--- config.mk ---
export PLATFORM = sky130hd
export DESIGN_NAME = ultrasonic_ranger
export DESIGN_NICKNAME = d
export VERILOG_FILES = /design/src/rtl/ultrasonic_pkg.sv /design/src/rtl/ultrasonic_ranger_sync_2ff.sv /design/src/rtl/ultrasonic_ranger.sv
export SDC_FILE = /design/constraint.sdc
export NUM_CORES = 1
export LEC_CHECK = 0
export ABC_AREA = 1
export CELL_PAD_IN_SITES_DETAIL_PLACEMENT = 0
export CELL_PAD_IN_SITES_GLOBAL_PLACEMENT = 1
export CORE_UTILIZATION = 46
export CTS_BUF_LIST = sky130_fd_sc_hd__clkbuf_8
export DETAILED_ROUTE_END_ITERATION = 16
export PLACE_DENSITY = 0.87
export SLEW_MARGIN = 20
export SYNTH_ARGS = -nofsm -noshare
export SYNTH_HDL_FRONTEND = slang
export SYNTH_HIERARCHICAL = 1
export SYNTH_SLANG_ARGS = --single-unit
--- constraint.sdc ---
create_clock -name clock -period 2.3 [get_ports clock]
set_clock_uncertainty 0.15 [all_clocks]
set_input_delay 0.23 -clock clock [delete_from_list [all_inputs] [get_ports clock]]
set_output_delay 0.23 -clock clock [all_outputs]
set_load 0.05 [all_outputs]
--- src/rtl/ultrasonic_pkg.sv ---
// Shared state encoding and default timing constants for the ultrasonic ranger.
package ultrasonic_pkg;

    typedef enum logic [2:0] {
        IDLE      = 3'd0,
        TRIG      = 3'd1,
        WAIT_RISE = 3'd2,
        MEASURE   = 3'd3,
        HOLDOFF   = 3'd4
    } state_t;

    localparam int unsigned DEF_NUM_CH         = 2;
    localparam int unsigned DEF_TRIG_CYCLES    = 500;
    localparam int unsigned DEF_CM_DIV         = 2900;
    localparam int unsigned DEF_TIMEOUT_CYCLES = 1500000;
    localparam int unsigned DEF_MEAS_PERIOD    = 3000000;
    localparam int unsigned DEF_DIST_W         = 9;

endpackage

--- src/rtl/ultrasonic_ranger_sync_2ff.sv ---
// Two-flop synchroniser for one asynchronous echo line.
module sync_2ff (
    input  logic clock,
    input  logic resetn,
    input  logic d,
    output logic q
);

    logic meta;

    // Capture the raw line, then re-time it once more before use.
    always_ff @(posedge clock or negedge resetn) begin
        if (!resetn) begin
            meta <= 1'b0;
            q    <= 1'b0;
        end else begin
            meta <= d;
            q    <= meta;
        end
    end

endmodule

--- src/rtl/ultrasonic_ranger.sv ---
// Round-robin multi-channel ultrasonic ranger sharing one measurement datapath.
module ultrasonic_ranger
    import ultrasonic_pkg::*;
#(
    parameter int unsigned NUM_CH         = DEF_NUM_CH,
    parameter int unsigned TRIG_CYCLES    = DEF_TRIG_CYCLES,
    parameter int unsigned CM_DIV         = DEF_CM_DIV,
    parameter int unsigned TIMEOUT_CYCLES = DEF_TIMEOUT_CYCLES,
    parameter int unsigned MEAS_PERIOD    = DEF_MEAS_PERIOD,
    parameter int unsigned DIST_W         = DEF_DIST_W
) (
    input  logic                     clock,
    input  logic                     resetn,
    input  logic                     enable,
    input  logic [NUM_CH-1:0]        echo,
    output logic [NUM_CH-1:0]        trig,
    output logic [NUM_CH*DIST_W-1:0] distance,
    output logic [NUM_CH-1:0]        valid,
    output logic [NUM_CH-1:0]        timeout
);

    localparam int unsigned CH_W   = (NUM_CH > 1) ? $clog2(NUM_CH) : 1;
    localparam int unsigned TRIG_W = $clog2(TRIG_CYCLES + 1);
    localparam int unsigned SUB_W  = $clog2(CM_DIV + 1);
    localparam int unsigned TMO_W  = $clog2(TIMEOUT_CYCLES + 1);
    localparam int unsigned PER_W  = $clog2(MEAS_PERIOD + 1);
    localparam logic [DIST_W-1:0] DIST_MAX = '1;

    state_t              state;
    logic [CH_W-1:0]     ch;
    logic [CH_W-1:0]     ch_next;
    logic [TRIG_W-1:0]   trig_cnt;
    logic [SUB_W-1:0]    sub_cnt;
    logic [SUB_W-1:0]    sub_step;
    logic [DIST_W-1:0]   cm_cnt;
    logic [DIST_W-1:0]   cm_step;
    logic [TMO_W-1:0]    tmo_cnt;
    logic [PER_W-1:0]    per_cnt;
    logic [NUM_CH-1:0]   echo_s;
    logic                echo_sel;
    logic                echo_prev;
    logic                tmo_hit;

    // One synchroniser per raw echo line.
    for (genvar c = 0; c < NUM_CH; c++) begin : g_sync
        sync_2ff u_sync (
            .clock  (clock),
            .resetn (resetn),
            .d      (echo[c]),
            .q      (echo_s[c])
        );
    end

    assign echo_sel = echo_s[ch];
    assign tmo_hit  = (tmo_cnt == TMO_W'(TIMEOUT_CYCLES - 1));
    assign ch_next  = (ch == CH_W'(NUM_CH - 1)) ? '0 : ch + CH_W'(1);

    // One echo-high clock of the centimetre counter; cm saturates at all ones.
    always_comb begin
        sub_step = sub_cnt + SUB_W'(1);
        cm_step  = cm_cnt;
        if (sub_cnt == SUB_W'(CM_DIV - 1)) begin
            sub_step = '0;
            if (cm_cnt != DIST_MAX) begin
                cm_step = cm_cnt + DIST_W'(1);
            end
        end
    end

    // Measurement sequencer with registered trig/valid/distance/timeout.
    always_ff @(posedge clock or negedge resetn) begin
        if (!resetn) begin
            state     <= IDLE;
            ch        <= '0;
            trig      <= '0;
            valid     <= '0;
            timeout   <= '0;
            distance  <= '0;
            trig_cnt  <= '0;
            sub_cnt   <= '0;
            cm_cnt    <= '0;
            tmo_cnt   <= '0;
            per_cnt   <= '0;
            echo_prev <= 1'b0;
        end else begin
            valid <= '0;
            if (state != IDLE) begin
                per_cnt <= per_cnt + PER_W'(1);
            end
            case (state)
                IDLE: begin
                    if (enable) begin
                        state    <= TRIG;
                        trig     <= '0;
                        trig[ch] <= 1'b1;
                        trig_cnt <= '0;
                        per_cnt  <= '0;
                    end
                end
                TRIG: begin
                    if (trig_cnt == TRIG_W'(TRIG_CYCLES - 1)) begin
                        state     <= WAIT_RISE;
                        trig      <= '0;
                        tmo_cnt   <= '0;
                        sub_cnt   <= '0;
                        cm_cnt    <= '0;
                        echo_prev <= 1'b1;  // echo already high here is not a rise
                    end else begin
                        trig_cnt <= trig_cnt + TRIG_W'(1);
                    end
                end
                WAIT_RISE: begin
                    echo_prev <= echo_sel;
                    if (tmo_hit) begin
                        state                          <= HOLDOFF;
                        distance[ch*DIST_W +: DIST_W]  <= DIST_MAX;
                        timeout[ch]                    <= 1'b1;
                        valid[ch]                      <= 1'b1;
                    end else begin
                        tmo_cnt <= tmo_cnt + TMO_W'(1);
                        if (echo_sel && !echo_prev) begin
                            state   <= MEASURE;
                            sub_cnt <= sub_step;
                            cm_cnt  <= cm_step;
                        end
                    end
                end
                MEASURE: begin
                    if (tmo_hit) begin
                        state                          <= HOLDOFF;
                        distance[ch*DIST_W +: DIST_W]  <= DIST_MAX;
                        timeout[ch]                    <= 1'b1;
                        valid[ch]                      <= 1'b1;
                    end else if (!echo_sel) begin
                        state                          <= HOLDOFF;
                        distance[ch*DIST_W +: DIST_W]  <= cm_cnt;
                        timeout[ch]                    <= 1'b0;
                        valid[ch]                      <= 1'b1;
                    end else begin
                        tmo_cnt <= tmo_cnt + TMO_W'(1);
                        sub_cnt <= sub_step;
                        cm_cnt  <= cm_step;
                    end
                end
                HOLDOFF: begin
                    if (per_cnt == PER_W'(MEAS_PERIOD - 1)) begin
                        ch      <= ch_next;
                        per_cnt <= '0;
                        if (enable) begin
                            state         <= TRIG;
                            trig          <= '0;
                            trig[ch_next] <= 1'b1;
                            trig_cnt      <= '0;
                        end else begin
                            state <= IDLE;
                        end
                    end
                end
                default: begin
                    state <= IDLE;
                    trig  <= '0;
                end
            endcase
        end
    end

endmodule

After elaboration in Yosys (flattened, before gate mapping)
Index checks and enable logic that the tools add are counted.
{"block": "op_classes", "n_addsub": 7, "bitwise": 4, "mux": 65, "eq_ne": 21, "magnitude_cmp": 4, "multipliers": 1, "reduce_logical": 19, "shifts": 3}
{"op": "9-bit 2-to-1 mux", "n": 10}
{"op": "21-bit 2-to-1 mux", "n": 4}
{"op": "12-bit 2-to-1 mux", "n": 6}
{"op": "22-bit 2-to-1 mux", "n": 3}
{"op": "21-bit one-hot mux with 3 select lines", "n": 1}
{"op": "18-bit 2-to-1 mux", "n": 3}
{"op": "9-bit one-hot mux with 3 select lines", "n": 2}
{"op": "22-bit one-hot mux with 2 select lines", "n": 1}
{"op": "18-bit bitwise mux", "n": 2}
{"op": "12-bit one-hot mux with 3 select lines", "n": 1}
{"op": "18-bit one-hot mux with 2 select lines", "n": 1}
{"op": "5-bit negation with 34-bit output", "n": 1}
{"op": "9-bit by 34-bit variable shift with 18-bit output (first input constant)", "n": 1}
{"op": "9-bit by 34-bit indexed part select with 18-bit output", "n": 1}
{"op": "9-bit by 34-bit indexed part select with 18-bit output (first input constant)", "n": 1}
{"op": "22-bit by 1-bit adder with 22-bit output (second input constant)", "n": 1}
{"op": "22-bit == test (second input constant)", "n": 1}
{"op": "21-bit by 1-bit adder with 21-bit output (second input constant)", "n": 1}
{"op": "21-bit == test (second input constant)", "n": 1}
{"op": "3-bit 2-to-1 mux", "n": 7}
{"op": "2-bit 2-to-1 mux", "n": 10}
{"op": "2-bit != test (second input constant)", "n": 10}
{"op": "9-bit by 1-bit adder with 9-bit output (second input constant)", "n": 2}
{"op": "3-bit one-hot mux with 5 select lines", "n": 1}
{"op": "other kinds (31)", "n": 52}
{"block": "totals", "elab_cells": 140, "in_bits": 5, "regBits": 106, "out_inout_bits": 24}

Logic depth before layout (Yosys ltp)
{"block": "logic_depth", "word_depth": 9, "ltp_mapped": 12}

Hierarchy
Netlist, hierarchy kept.
{"module": "ultrasonic_ranger", "seq_area_each_um2": 2552.4, "cells_each": 899, "n_inst": 1, "area_each_um2": 6341.1}
{"module": "sync_2ff", "seq_area_each_um2": 50.0, "cells_each": 2, "n_inst": 2, "area_each_um2": 50.0}

Least setup slack after synthesis
Ideal clock, no wire load.
{"block": "synth_path", "path_type": "register -> register", "start": "register tmo_cnt[0]", "end": "register distance[13]", "stages_incl_launch_ff": 12, "required_time_ps": 2031, "synth_period_minus_slack_ps": 1875, "arrival_ps": 1606, "slack_ps": 425, "path_cell_list": "dfrtp_1 > ha_1 > nand2_1 > inv_1 > nand2_2 > nor2_4 > nand4_4 > nand2_4 > nand2_4 > buf_6 > nand2_2 > o21ai_2"}
{"block": "synth_between", "elab_chain_len": 3, "word_cells_on_any_way": 6, "cone_classes": "eq/ne (3); mux (2); reduce/logical (1)"}
{"element": "start, declared", "line_no": "ultrasonic_ranger.sv:37", "source": "logic [TMO_W-1:0] tmo_cnt;"}
{"element": "start signal, assigned", "line_no": "ultrasonic_ranger.sv:120", "source": "tmo_cnt <= tmo_cnt + TMO_W'(1);"}
{"element": "start signal, assigned", "line_no": "ultrasonic_ranger.sv:140", "source": "tmo_cnt <= tmo_cnt + TMO_W'(1);"}
{"element": "21-bit == test (*)", "line_no": "ultrasonic_ranger.sv:55", "source": "assign tmo_hit = (tmo_cnt == TMO_W'(TIMEOUT_CYCLES - 1));"}
{"element": "3-bit != test (no source line) (tied with other cells)"}
{"element": "3-bit AND reduction (no source line) / 18-bit one-hot mux with 2 select lines (equally long branches)"}
{"element": "end signal, assigned by index", "line_no": "ultrasonic_ranger.sv:136", "source": "distance[ch*DIST_W +: DIST_W] <= cm_cnt;"}
{"element": "end, declared", "line_no": "ultrasonic_ranger.sv:17", "source": "output logic [NUM_CH*DIST_W-1:0] distance,"}
Every way passes the cells marked *; elsewhere a longest branch is shown, timed or not.
A chain may end at the register's enable or synchronous reset.

Worst setup path after layout
{"block": "layout_path", "start": "register tmo_cnt[0]", "end": "register distance[17]"}
The elaborated chain is that of the path after synthesis.

==> results by group <==
Pwr
  • Total power: 0.00673 W
  • P_sw: 0.00318 W
  • Internal power: 0.00355 W
  • Part of the power in registers: 36.3%
  • Maximum VDD drop: 0.470 mV
  • Sw Share: 47.3%
  • Clk network pwr share: 17.2%
  • Comb pwr share: 46.5%
  • Power Dens Cells: 935 nW/um2
  • Leak: 3.26 nW

Floorplan
  • Starting density of the core: 47.9%
  • Chip height: 120 um
  • Num rows: 42
  • Io pins: 29
  • CORE AREA: 13500 um2
  • Die span in x: 120 um
  • DIE AREA: 14500 um2

Global routing
  • Gr ovfl total: 0
  • Pin count of the biggest net entering global routing: 40
  • Vias in the first global route: 5234
  • All-Layer GR Usage: 22.3%
  • First-pass GRT wire length: 25.6 mm
  • Initial antenna violation count: 0

Clock tree
  • Clock Tree Root: clkbuf_8
  • Clk Latency, worst-skew pair: 0.40 ns
  • Clock transition at the registers of the reported paths: 0.11 ns
  • Clk sinks: 106
  • CTS H-tree depth: 3
  • TritonCTS Buffers: 9
  • Clk buf depth: 2
  • CTS tree: done

Min path
  • WHS Path Cells: 1
  • Hold Path Origin: echo[0]
  • Class of the worst hold path: in2reg
  • Worst Hold Endpoint: g_sync[0].u_sync/meta

Route
  • DRC violations left: 0
  • Drt initial violations: 340
  • Post-route ant nets: 0
  • Drt via density: 5.03
  • Total number of vias: 5670
  • DR WL/cell: 13.4 um
  • TritonRoute pass-1 iters: 4
  • Final wirelength: 15.1 mm

Placement
  • Port bufs: 28
  • Final HPWL from detailed placement: 11.1 mm
  • Gpl congestion: 0.823
  • Placed cells: 1109
  • Post-placement cell area: 6990 um2

Worst setup path
  • Crit path arrival time: 2.28 ns
  • CP required: 2.44 ns
  • Worst Reg-to-Reg Cells: 10
  • Reg-to-reg endpoint: distance[17]
  • Critical-path cell list: ha_1, nand2_1, inv_1, nand2_2, nor2_4, nand4_4, nand2_4, nand2_4, nand2_1, o21ai_2
  • Flop2flop setup slack: 0.15 ns
  • Reg2reg start: tmo_cnt[0]
  • CP max stage cell: dfrtp_1
  • CP max stage delay: 0.44 ns
  • Critical path peak fanout: 18
  • CP endpoint kind: flop
  • Crit path kind: reg2reg
  • Startpoint types: flop

Cells and area
  • Post-route cell area: 7200 um2
  • Most common cell after layout, fill and taps aside: nand2_1
  • Ant diodes: 0
  • Area Overhead vs Synth: 11.7%
  • Commonest non-fill, non-tap cells in the layout: 284 x nand2_1, 121 x nor2_1, 106 x dfrtp_1, 85 x inv_1, 69 x nand3_1
  • Post-Route Utilization: 53.5%
  • Post-route insts no fill: 1127
  • Fin nets: 957
  • Filler cells: 1367
  • Share of cells above drive strength 1: 9.46%

Yosys
  • Share of the synthesized area in the top cell type: 41.2%
  • Yosys warning total: 6
  • Average cell area after synthesis: 7.13 um2
  • Top cells by area, synth: dfrtp_1 41%, nand2_1 17%, nor2_1 7.1%
  • Sequential share of the synthesized area: 41.2%
  • Cell taking the most area after synthesis: dfrtp_1
  • Netlist cell types: 40
  • Syn Std Cell Area: 6440 um2
  • Yosys reg bits: 106
  • Synthesized instance count: 903
  • Post-Syn Nets: 914

STA
  • Fin. max-slew vios: 0
  • Period utilisation layout: 93.3%
  • RSZ-0062 raised after global routing: yes
  • Slew HR: 66.0%
  • Worst-margin pin slew: 0.508 ns
  • Peak Freq: 0.466 GHz
  • Total setup violations reported at the end of the flow: 0
  • Fin crit period: 2.15 ns
  • Final Hold Vio Count: 0

Job
  • Max_cap viols: 0

Outcome
  • Outcome: completed
## worst max path at each step
stage	depth (start not counted)	end	start
floorplan	11	distance[13]	tmo_cnt[0]
global placement	9	distance[1]	tmo_cnt[0]
detailed placement	9	distance[2]	tmo_cnt[0]
CTS	9	distance[2]	tmo_cnt[0]
global route	11	distance[10]	tmo_cnt[0]
finish	10	distance[17]	tmo_cnt[0]
## cell usage after synthesis, drive strengths merged
| cell type | count |
|---|---|
| nand2 | 298 |
| nor2 | 131 |
| dfrtp | 106 |
| inv | 92 |
| nand3 | 71 |
| o21ai | 64 |
| nand4 | 30 |
| xor2 | 22 |
| nor3 | 20 |
| a21oi | 18 |
| buf | 15 |
| ha | 6 |
| xnor2 | 6 |
| nand3b | 5 |
| clkbuf | 4 |
| o21bai | 3 |
| or2 | 3 |
| a31oi | 2 |
| o22ai | 2 |
| a31o | 1 |
| nor4 | 1 |
| o2111ai | 1 |
| o211ai | 1 |
| o31a | 1 |
## registers in the layout (all words and copies together), names as in the netlist, named ones only
signal              cells
ch                      1
cm_cnt                  9
distance               18
echo_prev               1
g_sync.u_sync/meta      2
g_sync.u_sync/q         2
per_cnt                22
state                   3
sub_cnt                12
tmo_cnt                21
trig                    2
trig_cnt                9
valid                   2
## through the flow
stage          TNS [ns]  hold slack [ns]  setup WS, ns
2_1_floorplan         0           -0.216         0.425
3_3_place_gp          0           0.0709         0.212
3_5_place_dp          0           0.0680         0.117
4_1_cts               0           0.0849         0.128
5_1_grt          -0.218           0.0999       -0.0459
6_report              0            0.112         0.154
## worst max-delay path, delay by kind of cell, from the launching register on
family	cells	cell delay, ns
buffers and inverters	1	0.11
AOI/OAI and AO/OA	1	0.05
DFF	1	0.44
and+or+nand+nor	7	1.03
adders and majority gates	1	0.26
## logic make-up (layout without fill, tap and decap cells)
| family | after synthesis | count (layout) | share of synthesized area (%) |
|---|---|---|---|
| AOI/OAI and AO/OA | 93 | 93 | 8.35 |
| DFF | 106 | 106 | 41.2 |
| buffers and inverters | 111 | 159 | 7.52 |
| adders and majority gates | 6 | 6 | 1.17 |
| and+or+nand+nor | 559 | 559 | 38.0 |
| xor gates and xnor gates | 28 | 28 | 3.81 |
## area by class of cell
cell class,count,area (um2),area share [%]
Multi-Input combinational cell,686,3300,45.9
Clock buffer,11,151,2.10
Inverter,92,353,4.90
Sequential cell,106,2650,36.9
Tap cell,176,220,3.06
Clock inverter,5,36.3,0.504
Timing Repair Buffer,51,478,6.64
## layer usage
| layer | global-route usage, % | vias to the layer above | routed length [um] | part of all wire (%) |
|---|---|---|---|---|
| met2 | 34.6 | 70 | 6650 | 44 |
| met5 | 0 | - | 0 | 0 |
| met4 | 6.71 | 0 | 184 | 1.2 |
| li1 | - | 2984 | - | - |
| met3 | 3.40 | 11 | 399 | 2.6 |
| met1 | 32.1 | 2605 | 7850 | 52 |
## repair_timing
action,CTS,global route
hold buffers,1,0
buffers inserted,0,1
resized for setup,0,0
hold endpoints to repair,30,0
endpoints found under the setup margin,0,21
## power groups by stage
stage	sequential (W)	clock [W]	combinational (W)
final	0.00245	0.00116	0.00313
after global routing	0.00249	0.00125	0.00348
after CTS	0.00245	0.00120	0.00315
after detailed placement	0.00248	0	0.00313
after global placement	0.00248	0	0.00313
after floorplan	0.00281	0	0.00194
(Power assumes the default switching activity.)
